--- src/rtl/game_ctrl_fsm.sv ---
`timescale 1ns/1ps
// game_ctrl_fsm
// Gameplay controller for a whack-a-mole game. It turns key presses, the
// per-second strobe and timer status into command pulses for the game state
// machine (gsm_*) and sound requests (snd_*). It also tracks the combo,
// pause and last-hit mask. The game phase itself is owned by the external
// state machine. This block follows it and restarts its own bookkeeping
// whenever that phase changes.
module game_ctrl_fsm #(
    parameter int NUM_MOLES  = 2,
    parameter int NUM_STAGES = 4,
    parameter int COMBO_LEN  = 5
) (
    input  logic                   clk_1mhz,
    input  logic                   rst,
    input  logic [2:0]             gsm_state,
    input  logic [1:0]             gsm_stage,
    input  logic [1:0]             gsm_lives,
    input  logic [6:0]             gsm_base_score,
    input  logic [6:0]             gsm_timer,
    input  logic                   gsm_timer_running,
    input  logic                   gsm_sec_posedge,
    input  logic                   snd_playing,
    input  logic                   btn_pressed,
    input  logic [3:0]             btn_value,
    input  logic [4*NUM_MOLES-1:0] mole_pos,
    output logic                   gsm_trig,
    output logic [3:0]             gsm_flag,
    output logic                   snd_trig,
    output logic [2:0]             snd_mode,
    output logic [NUM_MOLES-1:0]   hit_mask,
    output logic [3:0]             combo,
    output logic                   paused
);

    localparam logic [3:0] KEY_START  = 4'd10;
    localparam logic [3:0] KEY_PAUSE  = 4'd11;

    localparam logic [3:0] CMD_SCORE  = 4'b0001;
    localparam logic [3:0] CMD_LIFE   = 4'b0010;
    localparam logic [3:0] CMD_BONUS  = 4'b0011;
    localparam logic [3:0] CMD_RESUME = 4'b0101;
    localparam logic [3:0] CMD_PAUSE  = 4'b0110;
    localparam logic [3:0] CMD_READY  = 4'b1000;
    localparam logic [3:0] CMD_PLAY   = 4'b1010;
    localparam logic [3:0] CMD_SCLR   = 4'b1100;
    localparam logic [3:0] CMD_OVER   = 4'b1101;
    localparam logic [3:0] CMD_GCLR   = 4'b1110;
    localparam logic [3:0] CMD_RESET  = 4'b1111;

    localparam logic [2:0] SND_COUNT  = 3'b001;
    localparam logic [2:0] SND_START  = 3'b010;
    localparam logic [2:0] SND_HIT    = 3'b011;
    localparam logic [2:0] SND_MISS   = 3'b100;
    localparam logic [2:0] SND_SCLR   = 3'b101;
    localparam logic [2:0] SND_OVER   = 3'b110;
    localparam logic [2:0] SND_GCLR   = 3'b111;

    localparam logic [3:0]  COMBO_TOP  = 4'(COMBO_LEN);
    localparam logic [31:0] LAST_STAGE = 32'(NUM_STAGES - 1);

    // Local view of the external game phase; the encoding mirrors gsm_state.
    typedef enum logic [2:0] {
        PH_IDLE  = 3'b000,
        PH_READY = 3'b001,
        PH_PLAY  = 3'b010,
        PH_OVER  = 3'b011,
        PH_SCLR  = 3'b100,
        PH_GCLR  = 3'b101
    } phase_t;

    phase_t               state_q, state_d;

    logic [1:0]           btn_sync, sec_sync, run_sync;
    logic                 press, sec_tick, run_expiry;
    logic [NUM_MOLES-1:0] match;
    logic                 is_hole, end_req;
    logic [3:0]           end_code;

    logic                 armed_q, armed_d;
    logic                 paused_q, paused_d;
    logic [3:0]           combo_q, combo_d;
    logic                 bonus_q, bonus_d;
    logic                 snd_done_q, snd_done_d;
    logic                 end_done_q, end_done_d;
    logic                 end_pend_q, end_pend_d;
    logic                 ack_done_q, ack_done_d;
    logic                 snd_prev_q, snd_prev_d;
    logic [NUM_MOLES-1:0] hit_mask_q, hit_mask_d;
    logic                 gsm_trig_q, gsm_trig_d;
    logic [3:0]           gsm_flag_q, gsm_flag_d;
    logic                 snd_trig_q, snd_trig_d;
    logic [2:0]           snd_mode_q, snd_mode_d;

    // Two-flop synchronisers; bit 1 is the older sample.
    always_ff @(posedge clk_1mhz) begin
        // NOTE: sequential state uses non-blocking assignments so every flop samples pre-edge values.
        if (rst) begin
            btn_sync <= 2'b00;
            sec_sync <= 2'b00;
            run_sync <= 2'b00;
        end else begin
            btn_sync <= {btn_sync[0], btn_pressed};
            sec_sync <= {sec_sync[0], gsm_sec_posedge};
            run_sync <= {run_sync[0], gsm_timer_running};
        end
    end

    assign press      = (btn_sync == 2'b01);
    assign sec_tick   = (sec_sync == 2'b01);
    assign run_expiry = (run_sync == 2'b10);
    assign is_hole    = (btn_value >= 4'd1) && (btn_value <= 4'd8);

    // Flag every mole channel whose position equals the pressed key.
    always_comb begin
        match = '0;
        for (int k = 0; k < NUM_MOLES; k++) begin
            match[k] = (mole_pos[4*k +: 4] == btn_value);
        end
    end

    // Stage outcome: quota left means game over, otherwise advance or finish.
    always_comb begin
        if (gsm_base_score != 7'd0) begin
            end_code = CMD_OVER;
        end else if ({30'd0, gsm_stage} < LAST_STAGE) begin
            end_code = CMD_SCLR;
        end else begin
            end_code = CMD_GCLR;
        end
    end

    // Phase register.
    always_ff @(posedge clk_1mhz) begin
        if (rst) begin
            state_q <= PH_IDLE;
        end else begin
            state_q <= state_d;
        end
    end

    // Next phase follows the external state; unknown codes park in idle.
    always_comb begin
        case (gsm_state)
            3'b001:  state_d = PH_READY;
            3'b010:  state_d = PH_PLAY;
            3'b011:  state_d = PH_OVER;
            3'b100:  state_d = PH_SCLR;
            3'b101:  state_d = PH_GCLR;
            default: state_d = PH_IDLE;
        endcase
    end

    // Per-phase command decisions and next values of all bookkeeping.
    always_comb begin
        // NOTE: every signal gets a default first, so no path can infer a latch.
        armed_d    = armed_q;
        paused_d   = paused_q;
        combo_d    = combo_q;
        bonus_d    = bonus_q;
        snd_done_d = snd_done_q;
        end_done_d = end_done_q;
        end_pend_d = end_pend_q;
        ack_done_d = ack_done_q;
        hit_mask_d = hit_mask_q;
        snd_prev_d = snd_playing;
        gsm_trig_d = 1'b0;
        gsm_flag_d = 4'b0000;
        snd_trig_d = 1'b0;
        snd_mode_d = 3'b000;
        end_req    = 1'b0;

        if (state_d != state_q) begin
            // A phase change restarts every one-shot and cancels pending work.
            armed_d    = 1'b0;
            paused_d   = 1'b0;
            combo_d    = 4'd0;
            bonus_d    = 1'b0;
            snd_done_d = 1'b0;
            end_done_d = 1'b0;
            end_pend_d = 1'b0;
            ack_done_d = 1'b0;
        end else begin
            case (state_q)
                PH_READY: begin
                    if (armed_q && sec_tick && !snd_playing) begin
                        snd_trig_d = 1'b1;
                        snd_mode_d = (gsm_timer == 7'd0) ? SND_START : SND_COUNT;
                    end
                    if (armed_q && run_expiry) begin
                        gsm_trig_d = 1'b1;
                        gsm_flag_d = CMD_PLAY;
                    end else if (press && btn_value == KEY_START) begin
                        gsm_trig_d = 1'b1;
                        gsm_flag_d = CMD_RESUME;
                        armed_d    = 1'b1;
                    end
                end

                PH_PLAY: begin
                    end_req = !end_done_q && (run_expiry || gsm_lives == 2'd0 || end_pend_q);
                    if (bonus_q) begin
                        // The bonus owns this cycle; a stage end waits one cycle.
                        gsm_trig_d = 1'b1;
                        gsm_flag_d = CMD_BONUS;
                        combo_d    = 4'd0;
                        bonus_d    = 1'b0;
                        if (end_req) begin
                            end_pend_d = 1'b1;
                        end
                    end else if (end_req) begin
                        gsm_trig_d = 1'b1;
                        gsm_flag_d = end_code;
                        end_done_d = 1'b1;
                        end_pend_d = 1'b0;
                    end else if (press && !end_done_q) begin
                        if (btn_value == KEY_PAUSE) begin
                            paused_d   = !paused_q;
                            gsm_trig_d = 1'b1;
                            gsm_flag_d = paused_q ? CMD_RESUME : CMD_PAUSE;
                        end else if (is_hole && !paused_q && gsm_lives != 2'd0) begin
                            gsm_trig_d = 1'b1;
                            snd_trig_d = !snd_playing;
                            if (|match) begin
                                gsm_flag_d = CMD_SCORE;
                                snd_mode_d = snd_playing ? 3'b000 : SND_HIT;
                                hit_mask_d = match;
                                combo_d    = combo_q + 4'd1;
                                bonus_d    = (combo_q + 4'd1 == COMBO_TOP);
                            end else begin
                                gsm_flag_d = CMD_LIFE;
                                snd_mode_d = snd_playing ? 3'b000 : SND_MISS;
                                hit_mask_d = '0;
                                combo_d    = 4'd0;
                            end
                        end
                    end
                end

                PH_OVER, PH_GCLR: begin
                    if (!snd_done_q && !snd_playing) begin
                        snd_trig_d = 1'b1;
                        snd_mode_d = (state_q == PH_OVER) ? SND_OVER : SND_GCLR;
                        snd_done_d = 1'b1;
                    end
                    if (press && btn_value == KEY_START) begin
                        gsm_trig_d = 1'b1;
                        gsm_flag_d = CMD_RESET;
                    end
                end

                PH_SCLR: begin
                    if (!snd_done_q && !snd_playing) begin
                        snd_trig_d = 1'b1;
                        snd_mode_d = SND_SCLR;
                        snd_done_d = 1'b1;
                    end else if (snd_done_q && !ack_done_q && snd_prev_q && !snd_playing) begin
                        gsm_trig_d = 1'b1;
                        gsm_flag_d = CMD_READY;
                        ack_done_d = 1'b1;
                    end
                end

                default: begin
                end
            endcase
        end
    end

    // Bookkeeping and output registers.
    always_ff @(posedge clk_1mhz) begin
        if (rst) begin
            armed_q    <= 1'b0;
            paused_q   <= 1'b0;
            combo_q    <= 4'd0;
            bonus_q    <= 1'b0;
            snd_done_q <= 1'b0;
            end_done_q <= 1'b0;
            end_pend_q <= 1'b0;
            ack_done_q <= 1'b0;
            snd_prev_q <= 1'b0;
            hit_mask_q <= '0;
            gsm_trig_q <= 1'b0;
            gsm_flag_q <= 4'b0000;
            snd_trig_q <= 1'b0;
            snd_mode_q <= 3'b000;
        end else begin
            armed_q    <= armed_d;
            paused_q   <= paused_d;
            combo_q    <= combo_d;
            bonus_q    <= bonus_d;
            snd_done_q <= snd_done_d;
            end_done_q <= end_done_d;
            end_pend_q <= end_pend_d;
            ack_done_q <= ack_done_d;
            snd_prev_q <= snd_prev_d;
            hit_mask_q <= hit_mask_d;
            gsm_trig_q <= gsm_trig_d;
            gsm_flag_q <= gsm_flag_d;
            snd_trig_q <= snd_trig_d;
            snd_mode_q <= snd_mode_d;
        end
    end

    assign gsm_trig = gsm_trig_q;
    assign gsm_flag = gsm_flag_q;
    assign snd_trig = snd_trig_q;
    assign snd_mode = snd_mode_q;
    assign hit_mask = hit_mask_q;
    assign combo    = combo_q;
    assign paused   = paused_q;

endmodule

--- config.mk ---
export PLATFORM = sky130hd
export DESIGN_NAME = game_ctrl_fsm
export DESIGN_NICKNAME = d
export VERILOG_FILES = /design/src/rtl/game_ctrl_fsm.sv
export SDC_FILE = /design/constraint.sdc
export NUM_CORES = 1
export LEC_CHECK = 0
export CAP_MARGIN = 20
export CELL_PAD_IN_SITES_DETAIL_PLACEMENT = 1
export CELL_PAD_IN_SITES_GLOBAL_PLACEMENT = 2
export CORE_ASPECT_RATIO = 0.75
export CORE_MARGIN = 3
export CORE_UTILIZATION = 28
export CTS_CLUSTER_SIZE = 20
export DETAILED_ROUTE_END_ITERATION = 8
export GPL_ROUTABILITY_DRIVEN = 0
export PLACE_DENSITY_LB_ADDON = 0.1
export SYNTH_ARGS = -nofsm -noshare
export SYNTH_HDL_FRONTEND = slang
export SYNTH_SLANG_ARGS = --single-unit
--- constraint.sdc ---
create_clock -name clk_1mhz -period 4.6 [get_ports clk_1mhz]
set_input_delay 1.15 -clock clk_1mhz [delete_from_list [all_inputs] [get_ports clk_1mhz]]
set_output_delay 1.15 -clock clk_1mhz [all_outputs]
set_load 0.02 [all_outputs]
After elaboration in Yosys (flattened, before gate mapping). Cells that the tools add are included.

Logic and storage cells: 151. Register bits after elaboration: 32.

Reduce and logical (&&, ||, !) cells: 38. Order comparisons: 3. $add $sub $neg: 1. Muxes and demuxes: 64. Equal/unequal tests: 21. Bitwise logic cells: 6.

Operator list (count): $mux 4 (12); $mux 3 (12); $mux 1 (26); $mux 2 (9); $pmux 4 s4 (1); $pmux 3 s5 (1); $logic_and 1x1->1 (13); $eq 3x2->1 const B (4); $eq 3x3->1 const B (4); $pmux 3 s4 (1); $reduce_and 5->1 (2); $reduce_and 3->1 (3); $eq 4x4->1 (2); $eq 4x4->1 const B (2); $logic_not 7->1 (1); $reduce_and 7->1 (1); $reduce_bool 7->1 (1); $eq 3x1->1 const B (2); $not 1->1 (6); $reduce_bool 2->1 (3); $reduce_or 2->1 (3); $logic_not 1->1 (5); $add 4x1->4 const B (1); $eq 2x1->1 const B (2); other kinds (13) (16).

Depth between registers and ports, before layout. Gate-level depths: netlist (run 1).

Depth in word-level cells: 10. Mapped depth: 8. Depth with buffers taken out: 7.

Worst setup path after synthesis (run 1). Ideal clock, no wire load.

Path type: input to register. From: input port gsm_state[1]. To: register gsm_flag_q[0] (netlist: gsm_flag[0]). Data arrival time: 2.842 ns. Slack: 1.684 ns. Library setup time: 0.074 ns. Cell stages on the path: 8. Required time: 4.526 ns. Path through: inv_1 ha_1 maj3_2 o21a_1 or4_4 buf_6 a21o_1 a31oi_1.

Word-level cells in the longest chain between the ends: 4. Elaborated cells between the ends (all ways): 8.

Ends and longest elaborated chain: from (decl) (line 16) `input logic [2:0] gsm_state,`; $eq 3x3->1, or another cell as far along (line 144) `case (gsm_state)`; $pmux 3 s5 (*) (line 144); $ne 3x3->1 (*) (line 173) `if (state_d != state_q) begin`; $reduce_or 2->1 (no line) (*); to (signal assigned) (line 299) `gsm_flag_q <= gsm_flag_d;`; to (decl) (line 91) `logic [3:0] gsm_flag_q, gsm_flag_d;`.

Every way passes the cells marked *; elsewhere a longest branch is shown, timed or not. A chain may end at the register's enable or synchronous reset.

Worst setup path in the final report (run 1). Ends and elaborated chain as after synthesis.

==> results.md, run 1 <==
- DIE AREA: a little over 7000 um^2
- Internal: 436 uW
- Row cnt: 24
- Clock root buffer: clkbuf_8
- Die W: 96.5 um
- Main combinational cell family by area after synthesis: simple AND/OR/NAND/NOR gates
- Mux share of post-synthesis cell area: 1.16%
- Remaining antenna violation count: 0
- Min Hold Slack: 0.458 ns
- Netlist cell types: 39
- Clock latency at the later pin of the worst-skew pair: 0.29 ns
- Top-area cell type share of the netlist area: 37.2%
- Die Y: 73.9 um
- Diode count: 0
- P&R area growth vs syn: 40.1%
- Logic pwr share: 15.4%
- Ports: 55
- Hold Path Depth: 2
- Status: completed
- Dpl ws: about 1.1 ns
- Synth Warn #: 0
- Final setup margin: 1.40 ns
- H-tree depth: 2
- Clk network pwr share: 36.9%
- Final WL: about 5.2 mm
- Post-DP Area: 2320 um^2
- Worst slew margin: roughly 55%
- Clk sink count: 32
- Hpwl dp: 4.13 mm
- Mapped Cells: about 210
- Synthesized cell area: 1720 um^2
- # Post-CTS Setup Buffers: 0
- R2r setup slk: 2.43 ns
- Setup TNS: 0 ns
- Crit path kind: input pin to flop
- DR WL/cell: 15.3 um
- Final hold vios: 0
- Post-Synth Adder-Cell Area: 3.56%
- Core area: 5890 um^2
- Worst r2r path cells: 5
- Final setup fails: 0
- Clock tree buffer depth: 2
- Vias: 1735
- Grt total ovfl: 0
- Num CTS Buffers: 5
- Critical Path RT: 4.82 ns
- Power share of the sequential group: 47.6%
- DRC violations left: 0
- Complex-gate fraction of the synthesized area: 14.3%
- Peak VDD IR: 0.0948 mV
- Fin area: 2410 um^2
- Critical-path maximum fanout: 9
- Vias in the first global route: 1666
- Switch Pwr: 164 uW
- RSZ-0062 raised after global routing: no
- Most frequent cells in the layout: clkdlybuf4s50_1, dfxtp_1, nand2_1
- Max_cap viols: 0
- Antenna violations before repair: 0
- Syn Nets: 252
- GRT Total Usage: between 10% and 20%
- Slew Viols, Final: 0
- First-pass GRT wire length: around 8.5 mm
- Skew final: 0.00527 ns
- Period Utilization, post-route: 69.5%
- Syn_area_per_cell: 8.23 um^2
- Hold buffers post-CTS: 0
- Power per cell area: about 250 nW/um^2
- Initial cell density of the core: 29.2%
- Post-Synth XOR/XNOR Area: around 6.6%
- Commonest non-fill, non-tap cell in the layout: clkdlybuf4s50_1
- Fill cells: 730
- CTS resizes: 0
- Pin count of the biggest net entering global routing: 14
- DRT Pass-1 Iters: 4
- Critical Path Start Type: input pin
- Post-Synth Simple-Gate Area: 32.7%
- CTS clk-pin slew, worst paths: 0.07 ns
- Final worst path period need: about 3.2 ns
- Initial DRC count: 110
- Layout net count: 307
- PortBufs: 54
- Critical Path End Type: flop
- Leakage power total: about 0.00082 uW
- Register area share after synthesis: 37.2%
- Worst Max-Slew Pin Slew: 0.669 ns
- Via-to-Cell Ratio: 5.06
- CTS tree: yes
- Fmax: 313 MHz
- Synth Register Bits: 32
- Synth top area cells: dfxtp_1, xnor2_1, nor2b_1
- Layout cells sized above 1: around 5.7%
- Cell taking the most area after synthesis: dfxtp_1
- CP arrival: 3.42 ns
- HP Class: flop to flop
- Sw Ratio: between 20% and 30%
-- worst max-delay path: stages --
cell and delay [ns]:
clkdlybuf4s50_1 0.51, inv_1 0.06, ha_1 0.29, maj3_2 0.33, o21a_1 0.19, or4_4 0.59, a21o_1 0.18, a31oi_1 0.12
-- metal layers --
layer | track usage [%] | share of wire, % | up-vias
met4 | 4.20 | 1.1 | 0
met1 | 22.9 | 50 | 802
met3 | 3.38 | 7.3 | 5
li1 | - | - | 866
met5 | 0 | 0 | -
met2 | 22.9 | 41 | 62
-- cells in the mapped netlist (all sizes together) --
cell type / n
a211oi: 2
a21bo: 1
a21o: 1
a21oi: 14
a31oi: 8
a32oi: 2
and3: 2
and4: 2
and4b: 1
buf: 3
clkbuf: 4
clkinv: 1
dfxtp: 32
ha: 4
inv: 8
maj3: 1
mux2i: 2
nand2: 19
nand2b: 4
nand3: 6
nand4: 9
nand4b: 1
nor2: 14
nor2b: 13
nor3: 11
nor3b: 1
nor4: 6
nor4b: 3
o21a: 3
o21ai: 3
o21bai: 1
o31ai: 4
or2: 3
or3: 3
or4: 4
xnor2: 12
xor2: 1
-- worst paths after layout --
path                 from          end
max reg2reg    end_done_q  snd_mode[1]
min            ack_done_q   ack_done_q
max          gsm_state[1]  gsm_flag[0]
min reg2reg    ack_done_q   ack_done_q
-- sequential cells by signal (all words and copies together), names as in the netlist --
| name | count |
|---|---|
| snd_prev_q | 1 |
| armed_q | 1 |
| paused | 1 |
| snd_trig | 1 |
| run_sync | 2 |
| state_q | 3 |
| btn_sync | 2 |
| snd_done_q | 1 |
| combo | 4 |
| ack_done_q | 1 |
| gsm_flag | 4 |
| bonus_q | 1 |
| hit_mask | 2 |
| snd_mode | 3 |
| gsm_trig | 1 |
| end_pend_q | 1 |
| sec_sync | 2 |
| end_done_q | 1 |
-- layout make-up --
class                   instances  area, um^2  area share, %
clock inverters                 3        18.8          0.778
inverters                       9        33.8           1.40
multi-input cells             161        1000           41.6
well taps                      78        97.6           4.05
clock buffers                   5        68.8           2.85
flip-flops and latches         32         641           26.6
repair buffers                 55         548           22.7
-- stage by stage --
stage	instances	total power [uW]	util, %
after floorplan	209	336	-
after global placement	335	384	39.5
after detailed placement	335	386	39.5
after CTS	343	607	41.0
after global routing	343	628	41.0
final	343	600	41.0
-- logic make-up after synthesis --
logic type,count (synthesis)
and+or+nand+nor,102
AOI/OAI and AO/OA,39
DFF,32
buffers and inverters,16
xor gates and xnor gates,13
adders and majority gates,5
muxes,2
-- power groups by stage --
stage	registers, uW	logic [uW]	clock network, uW
6_report	286	92.6	222
2_1_floorplan	290	45.3	0
3_5_place_dp	292	93.3	0
5_1_grt	287	102	239
4_1_cts	286	93.7	227
3_3_place_gp	292	92.1	0
No activity file was read; power rests on OpenSTA's default activity.
==> inputs of run 2 (changes only) <==
--- a/config.mk
+++ b/config.mk
@@ -10,7 +10,7 @@
 export CELL_PAD_IN_SITES_GLOBAL_PLACEMENT = 2
 export CORE_ASPECT_RATIO = 0.75
 export CORE_MARGIN = 3
-export CORE_UTILIZATION = 28
+export CORE_UTILIZATION = 23
 export CTS_CLUSTER_SIZE = 20
 export DETAILED_ROUTE_END_ITERATION = 8
 export GPL_ROUTABILITY_DRIVEN = 0
==> constraint.sdc (replaced) <==
create_clock -name clk_1mhz -period 2.9 [get_ports clk_1mhz]
set_input_delay 0.725 -clock clk_1mhz [delete_from_list [all_inputs] [get_ports clk_1mhz]]
set_output_delay 0.725 -clock clk_1mhz [all_outputs]
set_load 0.02 [all_outputs]
==> run 2 against run 1 <==
Clock skew up 0.0025 ns. Power up 63%. Die area increased by 20%. Worst setup slack worse by 1.2 ns.
==> results.md, run 2 (synthesis results as in run 1) <==
- GRT Total Usage: 14.0%
- Slew Viols, Final: 0
- Setup TNS: 0 ns
- Initial DRC count: 89
- Final setup fails: 0
- H-tree depth: 2
- Hpwl dp: 4.62 mm
- Num CTS Buffers: 5
- CTS tree: yes
- Commonest non-fill, non-tap cell in the layout: clkdlybuf4s50_1
- Clock root buffer: clkbuf_8
- Crit path kind: input pin to flop
- Ports: 55
- Critical Path RT: 3.13 ns
- R2R Path End: hit_mask[1]
- Grt total ovfl: 0
- CTS resizes: 0
- Leakage power total: roughly 0.0009 uW
- CTS clk-pin slew, worst paths: 0.08 ns
- Crit path to: snd_mode[0]
- Via-to-Cell Ratio: around 4.7
- Critical Path Start Type: input pin
- Worst r2r path cells: 5
- HP Class: flop to flop
- Clock latency at the later pin of the worst-skew pair: ~0.29 ns
- Status: completed
- Worst r2r src: state_q[1]
- Antenna violations before repair: 0
- Fmax: 374 MHz
- Layout Cells excl Fill: 378
- Most frequent cells in the layout: clkdlybuf4s50_1, dfxtp_1, nand2_1
- Diode count: 0
- Worst Max-Slew Pin Slew: approximately 0.56 ns
- DRT Pass-1 Iters: 4
- Multi-input gate area: 1000 um^2
- Final hold vios: 0
- Critical Path End Type: flop
- Register area: 641 um^2
- Pin count of the biggest net entering global routing: 14
- Vias in the first global route: 1803
- Max_cap viols: 0
- Initial cell density of the core: 24.5%
- CP arrival: between 2 and 3 ns
- Final worst path period need: 2.67 ns
- PortBufs: 54
- Peak VDD IR: 0.133 mV
- DIE AREA: 8560 um^2
- Skew final: 0.00780 ns
- P&R area growth vs syn: 48.4%
- Critical-path maximum fanout: 8
- Hold buffers post-CTS: 0
- Cell total after placement: 370
- DRC violations left: 0
- Core area: 7030 um^2
- Start point of the critical path: gsm_state[1]
- Period Utilization, post-route: 92.1%
- Die W: 106 um
- Remaining antenna violation count: 0
- Layout net count: 322
- Final WL: approximately 5.6 mm
- First-pass GRT wire length: 9.23 mm
- Clock tree buffer depth: 2
- DR WL/cell: 14.9 um
- Row cnt: 26
- Worst slew margin: 62.1%
- Power per cell area: 383 nW/um^2
- Clk sink count: 32
- Layout cells sized above 1: between 10% and 20%
- RSZ-0062 raised after global routing: no
- R2r setup slk: 0.96 ns
- Vias: between 1500 and 2000
- Die Y: 80.9 um
- Fill cells: 869
- # Post-CTS Setup Buffers: 0
-- run 2: cell types whose count changed in the layout (fill, tap and decap cells not counted) --
| cell | delta |
|---|---|
| buf_4 | +15 |
| clkinv_2 | -2 |
| clkinvlp_4 | +2 |
-- run 2: through the flow --
step	setup WS (ns)	hold slack (ns)	power, uW	utilization, %	instance area, um^2
floorplan	0.409	0.426	532	-	1720
global placement	-0.0578	0.433	629	35.0	2460
detailed placement	-0.0940	0.445	630	35.0	2460
CTS	0.218	0.455	999	36.3	2550
global route	0.138	0.481	1040	36.3	2550
finish	0.228	0.457	979	36.3	2550
-- run 2: power breakdown --
group	total, uW	internal (uW)	switching (uW)
logic	165	91.0	73.8
clock network	361	170	191
registers	453	446	6.79
-- run 2: worst min-delay path by stage --
| stage | start | to | slack, ns | cells past startpoint |
|---|---|---|---|---|
| after CTS | ack_done_q | ack_done_q | 0.45 | 2 |
| after floorplan | ack_done_q | ack_done_q | 0.43 | 2 |
| after global placement | ack_done_q | ack_done_q | 0.43 | 2 |
| final | ack_done_q | ack_done_q | 0.46 | 2 |
| after detailed placement | ack_done_q | ack_done_q | 0.44 | 2 |
| after global routing | run_sync[0] | run_sync[1] | 0.48 | 1 |
-- run 2: final cells by class --
class,count,share of cell area [%]
repair buffers,70,25.9
flip-flops and latches,32,25.1
clock inverters,3,0.931
multi-input cells,161,39.3
inverters,9,1.32
clock buffers,5,2.69
well taps,98,4.80
-- run 2: worst max-delay path, stage by stage --
cell and delay, ns:
clkdlybuf4s50_1 0.47, inv_1 0.04, ha_1 0.29, maj3_2 0.34
o21a_1 0.19, or4_4 0.52, buf_4 0.18, a31oi_1 0.13
-- run 2: per-layer routing --
metal  GRT usage, %  wire (um)  up-vias
li1               -          -      903
met1           19.5       3010      805
met2           20.7       2190       46
met3           3.81        360        7
met4           5.05         67        0
met5              0          0        -
